[config.mk]
export PLATFORM = sky130hd
export DESIGN_NAME = multicycle_controller
export DESIGN_NICKNAME = d
export VERILOG_FILES = /design/src/rtl/multicycle_controller.sv
export SDC_FILE = /design/constraint.sdc
export NUM_CORES = 1
export LEC_CHECK = 0
export ABC_AREA = 1
export BUFFER_PORTS_ARGS = -buffer_cell sky130_fd_sc_hd__buf_2
export CORE_UTILIZATION = 52
export CTS_CLUSTER_SIZE = 20
export DETAILED_ROUTE_END_ITERATION = 10
export GPL_ROUTABILITY_DRIVEN = 1
export PLACE_DENSITY = 0.82
export SLEW_MARGIN = 20
export SYNTH_ARGS = -nofsm -noshare
export SYNTH_HDL_FRONTEND = slang
export SYNTH_SLANG_ARGS = --single-unit
[constraint.sdc]
create_clock -name clk -period 3.7 [get_ports clk]
set_clock_uncertainty 0.15 [all_clocks]
set_input_delay 0.185 -clock clk [delete_from_list [all_inputs] [get_ports clk]]
set_output_delay 0.185 -clock clk [all_outputs]
set_load 0.05 [all_outputs]
[src/rtl/multicycle_controller.sv]
// Moore control FSM for the shared multicycle RV32I datapath.
// It decodes the latched instruction and steps through one state per datapath cycle.
// Optional macro MEM_READY_EN: when defined, FETCH, MEMRD and MEMWR wait for mem_ready.
// When the macro is undefined, each memory state lasts exactly one cycle.
module multicycle_controller (
  input  logic       clk,
  input  logic       rst_n,
  input  logic [6:0] op,
  input  logic [2:0] funct3,
  input  logic       funct7b5,
  input  logic       zero,
  input  logic       mem_ready,
  output logic       pc_write,
  output logic       adr_src,
  output logic       mem_write,
  output logic       ir_write,
  output logic [1:0] result_src,
  output logic [1:0] alu_src_a,
  output logic [1:0] alu_src_b,
  output logic [1:0] imm_src,
  output logic [2:0] alu_control,
  output logic       reg_write,
  output logic       illegal_instr,
  output logic [3:0] state_o
);

  typedef enum logic [3:0] {
    S_RST    = 4'd0,
    S_FETCH  = 4'd1,
    S_DECODE = 4'd2,
    S_MEMADR = 4'd3,
    S_MEMRD  = 4'd4,
    S_MEMWB  = 4'd5,
    S_MEMWR  = 4'd6,
    S_EXER   = 4'd7,
    S_EXEI   = 4'd8,
    S_ALUWB  = 4'd9,
    S_BEQ    = 4'd10,
    S_JAL    = 4'd11,
    S_TRAP   = 4'd12
  } state_t;

  localparam logic [6:0] OP_LW  = 7'b0000011;
  localparam logic [6:0] OP_SW  = 7'b0100011;
  localparam logic [6:0] OP_R   = 7'b0110011;
  localparam logic [6:0] OP_I   = 7'b0010011;
  localparam logic [6:0] OP_BEQ = 7'b1100011;
  localparam logic [6:0] OP_JAL = 7'b1101111;

  localparam logic [2:0] ALU_ADD = 3'b000;
  localparam logic [2:0] ALU_SUB = 3'b001;
  localparam logic [2:0] ALU_AND = 3'b010;
  localparam logic [2:0] ALU_OR  = 3'b011;
  localparam logic [2:0] ALU_SLT = 3'b101;

  state_t     state_q, state_d;
  logic       illegal_q, illegal_d;
  logic       pc_write_q, pc_write_d;
  logic       adr_src_q, adr_src_d;
  logic       mem_write_q, mem_write_d;
  logic       ir_write_q, ir_write_d;
  logic [1:0] result_src_q, result_src_d;
  logic [1:0] alu_src_a_q, alu_src_a_d;
  logic [1:0] alu_src_b_q, alu_src_b_d;
  logic [2:0] alu_control_q, alu_control_d;
  logic       reg_write_q, reg_write_d;
  logic       mem_ok;
  logic       fetch_gate;

`ifdef MEM_READY_EN
  assign mem_ok = mem_ready;
`else
  logic mem_ready_unused;
  assign mem_ready_unused = mem_ready;
  assign mem_ok = 1'b1;
`endif

  // ALU operation for register and immediate arithmetic; only R-type can request sub.
  function automatic logic [2:0] alu_decode(input logic is_rtype, input logic [2:0] f3,
                                            input logic f7b5);
    logic [2:0] ctl;
    case (f3)
      3'b000:  ctl = (is_rtype && f7b5) ? ALU_SUB : ALU_ADD;
      3'b010:  ctl = ALU_SLT;
      3'b110:  ctl = ALU_OR;
      3'b111:  ctl = ALU_AND;
      default: ctl = ALU_ADD;
    endcase
    return ctl;
  endfunction

  // Next state, plus the Moore outputs of that next state so they can be registered.
  always_comb begin
    state_d = state_q;
    case (state_q)
      S_RST:    state_d = S_FETCH;
      S_FETCH:  if (mem_ok) state_d = S_DECODE;
      S_DECODE: begin
        case (op)
          OP_LW, OP_SW: state_d = S_MEMADR;
          OP_R:         state_d = S_EXER;
          OP_I:         state_d = S_EXEI;
          OP_BEQ:       state_d = S_BEQ;
          OP_JAL:       state_d = S_JAL;
          default:      state_d = S_TRAP;
        endcase
      end
      S_MEMADR: state_d = (op == OP_LW) ? S_MEMRD : S_MEMWR;
      S_MEMRD:  if (mem_ok) state_d = S_MEMWB;
      S_MEMWB:  state_d = S_FETCH;
      S_MEMWR:  if (mem_ok) state_d = S_FETCH;
      S_EXER:   state_d = S_ALUWB;
      S_EXEI:   state_d = S_ALUWB;
      S_ALUWB:  state_d = S_FETCH;
      S_BEQ:    state_d = S_FETCH;
      S_JAL:    state_d = S_ALUWB;
      S_TRAP:   state_d = S_TRAP;
      default:  state_d = S_RST;
    endcase

    illegal_d     = illegal_q | (state_d == S_TRAP);
    pc_write_d    = 1'b0;
    adr_src_d     = 1'b0;
    mem_write_d   = 1'b0;
    ir_write_d    = 1'b0;
    result_src_d  = 2'b00;
    alu_src_a_d   = 2'b00;
    alu_src_b_d   = 2'b00;
    alu_control_d = ALU_ADD;
    reg_write_d   = 1'b0;
    case (state_d)
      S_FETCH: begin
        ir_write_d   = 1'b1;
        pc_write_d   = 1'b1;
        alu_src_b_d  = 2'b10;
        result_src_d = 2'b10;
      end
      S_DECODE: begin
        alu_src_a_d = 2'b01;
        alu_src_b_d = 2'b01;
      end
      S_MEMADR: begin
        alu_src_a_d = 2'b10;
        alu_src_b_d = 2'b01;
      end
      S_MEMRD:  adr_src_d = 1'b1;
      S_MEMWB: begin
        result_src_d = 2'b01;
        reg_write_d  = 1'b1;
      end
      S_MEMWR: begin
        adr_src_d   = 1'b1;
        mem_write_d = 1'b1;
      end
      S_EXER: begin
        alu_src_a_d   = 2'b10;
        alu_control_d = alu_decode(op == OP_R, funct3, funct7b5);
      end
      S_EXEI: begin
        alu_src_a_d   = 2'b10;
        alu_src_b_d   = 2'b01;
        alu_control_d = alu_decode(1'b0, funct3, funct7b5);
      end
      S_ALUWB:  reg_write_d = 1'b1;
      S_BEQ: begin
        alu_src_a_d   = 2'b10;
        alu_control_d = ALU_SUB;
      end
      S_JAL: begin
        alu_src_a_d = 2'b01;
        alu_src_b_d = 2'b10;
        pc_write_d  = 1'b1;
      end
      default: ;
    endcase
  end

  // State register and registered Moore outputs; reset forces every enable low at once.
  always_ff @(posedge clk or negedge rst_n) begin
    if (!rst_n) begin
      state_q       <= S_RST;
      illegal_q     <= 1'b0;
      pc_write_q    <= 1'b0;
      adr_src_q     <= 1'b0;
      mem_write_q   <= 1'b0;
      ir_write_q    <= 1'b0;
      result_src_q  <= 2'b00;
      alu_src_a_q   <= 2'b00;
      alu_src_b_q   <= 2'b00;
      alu_control_q <= ALU_ADD;
      reg_write_q   <= 1'b0;
    end else begin
      state_q       <= state_d;
      illegal_q     <= illegal_d;
      pc_write_q    <= pc_write_d;
      adr_src_q     <= adr_src_d;
      mem_write_q   <= mem_write_d;
      ir_write_q    <= ir_write_d;
      result_src_q  <= result_src_d;
      alu_src_a_q   <= alu_src_a_d;
      alu_src_b_q   <= alu_src_b_d;
      alu_control_q <= alu_control_d;
      reg_write_q   <= reg_write_d;
    end
  end

  // Extender format follows the opcode directly, independent of state.
  always_comb begin
    case (op)
      OP_SW:   imm_src = 2'b01;
      OP_BEQ:  imm_src = 2'b10;
      OP_JAL:  imm_src = 2'b11;
      default: imm_src = 2'b00;
    endcase
  end

  // FETCH loads only in the cycle memory delivers; BEQ loads PC only when operands match.
  assign fetch_gate    = (state_q != S_FETCH) || mem_ok;
  assign ir_write      = ir_write_q & fetch_gate;
  assign pc_write      = (pc_write_q & fetch_gate) | ((state_q == S_BEQ) & zero);
  assign adr_src       = adr_src_q;
  assign mem_write     = mem_write_q;
  assign result_src    = result_src_q;
  assign alu_src_a     = alu_src_a_q;
  assign alu_src_b     = alu_src_b_q;
  assign alu_control   = alu_control_q;
  assign reg_write     = reg_write_q;
  assign illegal_instr = illegal_q;
  assign state_o       = state_q;

endmodule
==> out/metrics.cfg, run 1 <==
[power]
intPower_w=0.0004962
leakage_nw=0.7365
swShare_pct=55.60
vdd_drop_max_v=0.0005308
power_density_nw_per_um2=857.1
clkPwrFrac_pct=10.7
switchingPower_w=0.0006212
seq_power_share_pct=27.7
combPwrFrac_pct=61.6

[layout]
fin_area_um2=1304
diodes=0
final_common_cell=buf_2
area_growth_pct=23.75
fin_nets=180
drive_above_1_share_pct=46.95
final_cell_mix=buf_2, nand2_1, dfrtp_1

[route]
vias=934
dr.pass1.iters=4
viasPerCell=4.942
drc=0
wirelength_um=2069
ant_nets=0
wire_per_inst_um=10.95
drt-initial-drc-count=11

[timing]
slew_viol_final=0
holdWs_ns=0.002672
finalCritPeriodShare_pct=50.11
fmax_mhz=539.3
setup-tns-final_ns=0
relSlewSlack_pct=73.53
final_hold_viol_count=0
finalCriticalPeriod_ns=1.854
setup_viol=0
tightest_slew_ns=0.3970
rsz0062_at_grt=no

[floorplan]
dieArea_um2=2210
ios=36
num_rows=15
die_w_um=47.01
die_h_um=47.01
core_um2=1821
start_util_pct=57.87

[global_route]
grtUsageMet1_pct=26.67
busiest_layer=met2
track_usage_pct=22.39
grt_pass1_wl_um=3470
overflow=0
grt_use_met3_pct=4.231
grt_max_degree=19
grt_pass1_vias=867
met2_usage_pct=39.17
grt_antenna_before_repair=0

[critical_path]
crit_start=op[6]
path_class=in -> out
crit_required_ns=3.37
cp_common_cell=buf_2
cpPeakStageDelay_ns=0.53
worst-path-max-fanout=4
worst_r2r_startpoint=state_o[1]
worstSetupStartpointType=primary input
cp_data_arrival_time_ns=1.52
critPathSlowestCell=dlygate4sd3_1
reg2reg_slack_ns=2.04
crit_chain=dlygate4sd3_1, buf_2, inv_1, nand3_4, o21ai_0, buf_2
worst_setup_path_end_kind=output pin

[synth]
yosys_warnings=0
syn-num-nets=140
yosysUniqueCellTypes=28
synth_cells=125
syn_avg_cell_area_um2=8.428
synth-seq-area-share_pct=42.76
synth_area_um2=1054
synth-seq-cells=18

[place]
dpl.hpwl_um=1696
place_area_um2=1247
gp_congestion=0.8485
port_buffers=34

[job]
maxCapViolations=0

[min_path]
min-delay-start=funct3[1]
hp-class=in -> reg

[clock_network]
clk_latency_ns=0.29
cts_tree=done
cts-buffers-inserted=3
cts_root_buf=clkbuf_4
cts-htree-levels=1
clkSlewWorstSetupHoldPaths_ns=0.10
cts.path.max_buffers=2
cts.sinks=18

[outcome]
status=finished, final reports clean

## final cells by class
cell class                 count  area [um^2]
multi-input combinational     86        515.5
sequential                    18        450.4
inverter                      20        80.08
fill                         168        516.7
clock buffer                   4        36.28
timing repair buffer          36        190.2
tap                           25        31.28
## logic make-up (layout without fill, tap and decap cells)
logic type             count (synthesis)  count (layout)  share of synthesized area [%]
AND/OR/NAND/NOR                       75              75                          41.33
buffers and inverters                 21              60                          8.314
flip-flops                            18              18                          42.76
AO/OA/AOI/OAI                         11              11                          7.601
## through the flow
stage	std cells	util (%)	setup WS, ns	total power (W)
2_1_floorplan	125	-	1.839	0.0008716
3_3_place_gp	183	68.52	2.097	0.0009885
3_5_place_dp	183	68.52	2.065	0.001005
4_1_cts	189	71.62	1.839	0.001126
5_1_grt	189	71.62	1.736	0.001195
6_report	189	71.62	1.846	0.001117
## timing repair
action / CTS / global route
gates resized for setup: 0 / 0
endpoints found under the hold margin: 19 / 0
buffers inserted: 0 / 0
hold buffers: 2 / 0
## power groups by stage
| stage | registers [W] | clock network (W) | logic [W] |
|---|---|---|---|
| after floorplan | 0.000519 | 0 | 0.000353 |
| after global placement | 0.000311 | 0 | 0.000677 |
| after CTS | 0.000310 | 0.000122 | 0.000694 |
| final | 0.000309 | 0.000120 | 0.000689 |
| after detailed placement | 0.000315 | 0 | 0.000690 |
| after global routing | 0.000320 | 0.000132 | 0.000743 |
## path summary, 6_finish.rpt
kind                                  end  depth (start not counted)
hold / removal             alu_control[1]                          3
hold reg to reg             illegal_instr                          1
setup / recovery               imm_src[0]                          6
min in group asynchronous       reg_write                          2
setup reg to reg           alu_control[2]                          9
max in group asynchronous  alu_control[0]                          2
## critical path, delay by kind of cell
kind	cells	cell delay, ns
buf+inv	4	1.08
compound gates	1	0.15
simple gates	1	0.11
## cell usage after synthesis (all sizes together)
cell type / instances / share of area, %
nand3b: 1 / 0.71
nor2: 17 / 10
a21o: 1 / 0.71
inv: 20 / 7.6
nor4: 1 / 0.59
nor3: 2 / 0.95
or2: 2 / 1.2
nand4: 4 / 2.4
o21bai: 1 / 0.71
o22ai: 2 / 1.2
nand3: 10 / 7.4
buf: 1 / 0.71
o21ai: 4 / 2.3
o211ai: 2 / 1.9
nand2: 38 / 18
a21oi: 1 / 0.83
dfrtp: 18 / 43
## layer usage
metal | share of wire, % | up-vias
li1 | - | 480
met1 | 45 | 429
met2 | 50 | 23
met3 | 3.9 | 2
met4 | 1.0 | 0
met5 | 0 | -
## state kept, by name (all words and copies together), names as in the netlist
register and cells:
alu_control 3, pc_write_q 1, reg_write 1, alu_src_a 2, alu_src_b 2, ir_write 1, adr_src 1, illegal_instr 1
state_o 4, mem_write 1, result_src 1
No activity file was read; power rests on OpenSTA's default activity.
==> run 2, diff against run 1 <==
- CORE_UTILIZATION: 52 -> 49
- PLACE_DENSITY: 0.82 -> 0.78
- clock period: 3.7 -> 1.9 ns (I/O delays scaled with it)
==> run 2 against run 1 <==
  * First-iteration DRC count rose by 140%
  * Global-route usage shrank 2.4 points
  * Total power is 98% higher
  * Register-to-register slack got worse by 1.8 ns
  * Critical endpoint is now pc_write
  * Largest power group unchanged
==> out/metrics.cfg, run 2 (synthesis results as in run 1) <==
[critical_path]
worst_setup_path_end_kind=output pin  ; unchanged
crit_required_ns=1.65  ; was 3.37 ns
worst-path-max-fanout=7  ; was 4
cp_data_arrival_time_ns=1.53  ; was 1.52 ns
worstSetupStartpointType=flop  ; was primary input
path_class=reg -> out  ; was in -> out

[place]
dpl.hpwl_um=1666  ; was 1696 um
port_buffers=34  ; unchanged
gp_congestion=0.8610  ; was 0.8485
place_area_um2=1250  ; was 1247 um^2

[global_route]
grt_pass1_wl_um=3608  ; was 3470 um
grt_pass1_vias=884  ; was 867
grt_antenna_before_repair=0  ; unchanged
track_usage_pct=20.03  ; was 22.39%
overflow=0  ; unchanged
grt_max_degree=19  ; unchanged

[layout]
register_area_um2=450.4  ; unchanged
area_growth_pct=28.74  ; was 23.75%
diodes=0  ; unchanged
fin_area_um2=1356  ; was 1304 um^2
fin_nets=185  ; was 180
nFillCells=174  ; was 168
largest_register_ffs=4  ; unchanged
fin_util_pct=68.43  ; was 71.62%
drive_above_1_share_pct=45.56  ; was 46.95%
final_common_cell=buf_2  ; unchanged
final_cell_mix=buf_2, nand2_1, dfrtp_1  ; unchanged
multi_input_area_um2=515.5  ; unchanged

[clock_network]
cts-buffers-inserted=3  ; unchanged
cts_tree=done  ; unchanged
cts.sinks=18  ; unchanged
clkSlewWorstSetupHoldPaths_ns=0.11  ; was 0.10 ns
cts-htree-levels=1  ; unchanged
cts_root_buf=clkbuf_4  ; unchanged
clk_latency_ns=0.29  ; about the same
cts.path.max_buffers=2  ; unchanged
cts_resized=0  ; unchanged

[route]
viasPerCell=5.020  ; was 4.942
dr.pass1.iters=4  ; unchanged
drc=0  ; unchanged
wire_per_inst_um=10.83  ; was 10.95 um
ant_nets=0  ; unchanged
vias=984  ; was 934
wirelength_um=2123  ; was 2069 um
drt-initial-drc-count=26  ; was 11

[timing]
rsz0062_at_grt=no  ; unchanged
setup_viol=0  ; unchanged
slew_viol_final=0  ; unchanged
final_hold_viol_count=0  ; unchanged
fmax_mhz=562.1
holdWs_ns=0.03798  ; was 0.002672 ns
relSlewSlack_pct=73.59  ; was 73.53%
finalCriticalPeriod_ns=1.779
setup-tns-final_ns=0  ; unchanged
finalCritPeriodShare_pct=93.64
tightest_slew_ns=0.3962  ; was 0.3970 ns

[floorplan]
die_h_um=48.37  ; was 47.01 um
die_w_um=48.37  ; was 47.01 um
ios=36  ; unchanged
core_um2=1982  ; was 1821 um^2
dieArea_um2=2340  ; was 2210 um^2
start_util_pct=53.16  ; was 57.87%
num_rows=16  ; was 15

[job]
maxCapViolations=0  ; unchanged

[power]
power_density_nw_per_um2=1633  ; was 857.1 nW/um^2
vdd_drop_max_v=0.0008048  ; was 0.0005308 V
leakage_nw=0.7587  ; was 0.7365 nW

[min_path]
hp-class=in -> reg  ; unchanged

[outcome]
status=finished, final reports clean  ; unchanged

run 2: cell count changes in the layout (fill, tap and decap cells not counted), sizes merged:
cell	change
dlygate4sd3	+5
run 2: metrics by stage:
stage	instances	setup slack, ns	total power (W)
global route	196	0.03385	0.002335
finish	196	0.1209	0.002215
detailed placement	185	0.2448	0.001971
global placement	185	0.2771	0.001932
CTS	196	0.1219	0.002214
floorplan	125	0.1204	0.001697
run 2: what timing repair did:
action,CTS,global route
hold buffers,7,0
buffers inserted,0,0
endpoints found under the hold margin,21,0
run 2: critical path, stage by stage (launching register included):
cell     delay (ns)
dfrtp_1        0.48
inv_1          0.12
nand2_2        0.10
nor2_1         0.17
a21o_1         0.13
buf_2          0.25
run 2: worst paths after layout:
path                                     from  depth (start not counted)             end  slack [ns]
worst min register to register  illegal_instr                          1   illegal_instr        0.34
worst max register to register     state_o[1]                          9  alu_control[2]        0.23
worst min-delay path                 funct7b5                          5  alu_control[0]        0.04
max in group asynchronous               rst_n                          2      state_o[0]        1.23
min in group asynchronous               rst_n                          2      pc_write_q        0.09
worst max-delay path               state_o[0]                          5        pc_write        0.12
run 2: layout make-up:
type                            instances  area share, %
Clock buffer                            4          2.675
Sequential cell                        18          33.21
Tap cell                               27          2.491
Multi-Input combinational cell         86          38.01
Timing Repair Buffer                   41          17.71
Inverter                               20          5.904
run 2: per-layer routing:
layer / vias up / GRT usage [%] / routed length (um)
met4: 0 / 10.29 / 52
met5: - / 0 / 0
met3: 6 / 1.887 / 101
met1: 446 / 24.80 / 891
li1: 490 / - / -
met2: 42 / 34.74 / 1078
run 2: where the power goes:
part	switching [W]	internal, W	total [W]
clock	0.000123	0.000117	0.000240
sequential	0.0000938	0.000511	0.000605
combinational	0.00103	0.000345	0.00137
==> run 3, diff against run 2 <==
- SETUP_SLACK_MARGIN: unset -> 0.5
- clock period: 1.9 -> 1.8 ns (I/O delays scaled with it)
==> run 3 against run 2 <==
  * Critical path depth grew 5
  * Register-to-register slack lost 0.097 ns
  * Die area is the same
  * Final cell count grew 5.6%
  * Largest cell class unchanged
==> out/metrics.cfg, run 3 (synthesis results as in run 1) <==
[timing]
tightest_slew_ns=0.3924  ; was 0.3962 ns
final_hold_viol_count=0  ; unchanged
slew_viol_final=0  ; unchanged
finalCriticalPeriod_ns=1.667
fmax_mhz=600.0
setup_viol=0  ; unchanged
finalCritPeriodShare_pct=92.60
setup-tns-final_ns=0  ; unchanged
rsz0062_at_grt=yes  ; was no
relSlewSlack_pct=73.84  ; was 73.59%

[clock_network]
cts.sinks=18  ; unchanged
cts-htree-levels=1  ; unchanged
cts_root_buf=clkbuf_4  ; unchanged
cts_tree=done  ; unchanged
clkSlewWorstSetupHoldPaths_ns=0.11  ; about the same
cts-buffers-inserted=3  ; unchanged
cts.path.max_buffers=2  ; unchanged
clk_latency_ns=0.31  ; was 0.29 ns

[route]
wire_per_inst_um=14.10  ; was 10.83 um
dr.pass1.iters=4  ; unchanged
viasPerCell=5.092  ; was 5.020
drt-initial-drc-count=16  ; was 26
vias=1054  ; was 984
wirelength_um=2919  ; was 2123 um
drc=0  ; unchanged
ant_nets=0  ; unchanged

[layout]
area_growth_pct=51.31  ; was 28.74%
nFillCells=124  ; was 174
final_cell_mix=buf_2, nand2_1, dfrtp_1  ; unchanged
largest_register_ffs=4  ; unchanged
drive_above_1_share_pct=56.67  ; was 45.56%
register_area_um2=457.9  ; was 450.4 um^2
final_cells=207  ; was 196
diodes=0  ; unchanged
final_common_cell=buf_2  ; unchanged
fin_nets=196  ; was 185
multi_input_area_um2=609.3  ; was 515.5 um^2

[global_route]
grt_pass1_vias=1092  ; was 884
grt_pass1_wl_um=4705  ; was 3608 um
track_usage_pct=26.77  ; was 20.03%
grt_antenna_before_repair=0  ; unchanged
grt_max_degree=19  ; unchanged
overflow=0  ; unchanged

[critical_path]
worstSetupStartpointType=flop  ; unchanged
worst_setup_path_end_kind=flop  ; was output pin
path_class=reg -> reg  ; was reg -> out
cp_data_arrival_time_ns=1.77  ; was 1.53 ns
crit_required_ns=1.90  ; was 1.65 ns
worst-path-max-fanout=5  ; was 7
worst_r2r_startpoint=state_o[0]  ; was state_o[1]
crit_start=state_o[0]  ; unchanged

[power]
switchingPower_w=0.001579  ; was 0.001242 W
intPower_w=0.001386  ; was 0.0009727 W
clkPwrFrac_pct=8.9  ; was 10.8%
leakage_nw=0.8367  ; was 0.7587 nW
combPwrFrac_pct=68.8  ; was 61.9%
swShare_pct=53.26  ; was 56.09%
seq_power_share_pct=22.3  ; was 27.3%
vdd_drop_max_v=0.001085  ; was 0.0008048 V
power_density_nw_per_um2=1860  ; was 1633 nW/um^2

[place]
gp_congestion=0.8172  ; was 0.8610
numPlacedInstances=185  ; unchanged
port_buffers=34  ; unchanged
dpl.hpwl_um=1817  ; was 1666 um

[floorplan]
start_util_pct=53.16  ; unchanged
core_um2=1982  ; unchanged
die_h_um=48.37  ; unchanged
dieArea_um2=2340  ; unchanged
ios=36  ; unchanged
num_rows=16  ; unchanged
die_w_um=48.37  ; unchanged

[min_path]
hp-class=in -> reg  ; unchanged
min-delay-start=op[2]  ; was funct7b5

[job]
maxCapViolations=0  ; unchanged

[outcome]
status=finished, final reports clean  ; unchanged

-- run 3: cell types whose count changed in the layout (fill, tap and decap cells not counted), sizes merged --
cell | before | now
buf | 34 | 45
-- run 3: layout make-up --
cell class / instances / area share [%]
clock buffers: 4 / 2.276
inverters: 20 / 5.651
flip-flops and latches: 18 / 28.73
multi-input cells: 86 / 38.23
repair buffers: 52 / 23.00
well taps: 27 / 2.119
-- run 3: worst paths after layout --
kind                                  end  slack [ns]  cells past startpoint
setup / recovery           alu_control[0]        0.13                     10
hold / removal                  mem_write        0.01                      5
setup reg to reg           alu_control[0]        0.13                     10
hold reg to reg             illegal_instr        0.34                      1
max in group asynchronous      state_o[1]        1.12                      2
min in group asynchronous   result_src[0]        0.07                      2
-- run 3: repair_timing --
action / CTS / global route
pin swaps: 5 / 10
endpoints found under the hold margin: 21 / 0
gates resized for setup: 13 / 17
buffers inserted: 9 / 2
endpoints found under the setup margin: 15 / 20
hold buffers: 7 / 0
-- run 3: metal layers --
layer	GRT usage (%)	wire length, um
met2	54.46	1618
met3	3.774	103
met5	0	0
met1	24.95	1069
met4	14.71	127
-- run 3: per-stage QoR --
step	instance area [um^2]	utilization, %	setup WS, ns	power, W	hold WS [ns]
2_1_floorplan	1089	-	0.2169	0.001855	-0.3556
3_3_place_gp	1285	64.84	0.2345	0.002101	-0.1234
3_5_place_dp	1285	64.84	0.1781	0.002152	-0.1106
4_1_cts	1511	76.26	0.1714	0.002697	0.02148
5_1_grt	1594	80.43	0.04034	0.003090	0.08366
6_report	1594	80.43	0.1332	0.002964	0.01082
-- run 3: power groups by stage --
| stage | sequential, W | clock [W] | combinational, W |
|---|---|---|---|
| floorplan | 0.00109 | 0 | 0.000763 |
| global placement | 0.000669 | 0 | 0.00143 |
| detailed placement | 0.000677 | 0 | 0.00148 |
| CTS | 0.000646 | 0.000257 | 0.00179 |
| global route | 0.000670 | 0.000279 | 0.00214 |
| finish | 0.000662 | 0.000262 | 0.00204 |
-- run 3: critical path, stage by stage (launching register included) --
cell and delay, ns:
dfrtp_2 0.45, buf_6 0.13, nor2_4 0.16, nand3_2 0.11, o211ai_4 0.11, nor2_4 0.05
nand2_4 0.09, inv_6 0.05, nor2_4 0.10, o211ai_1 0.11, nand2_1 0.08
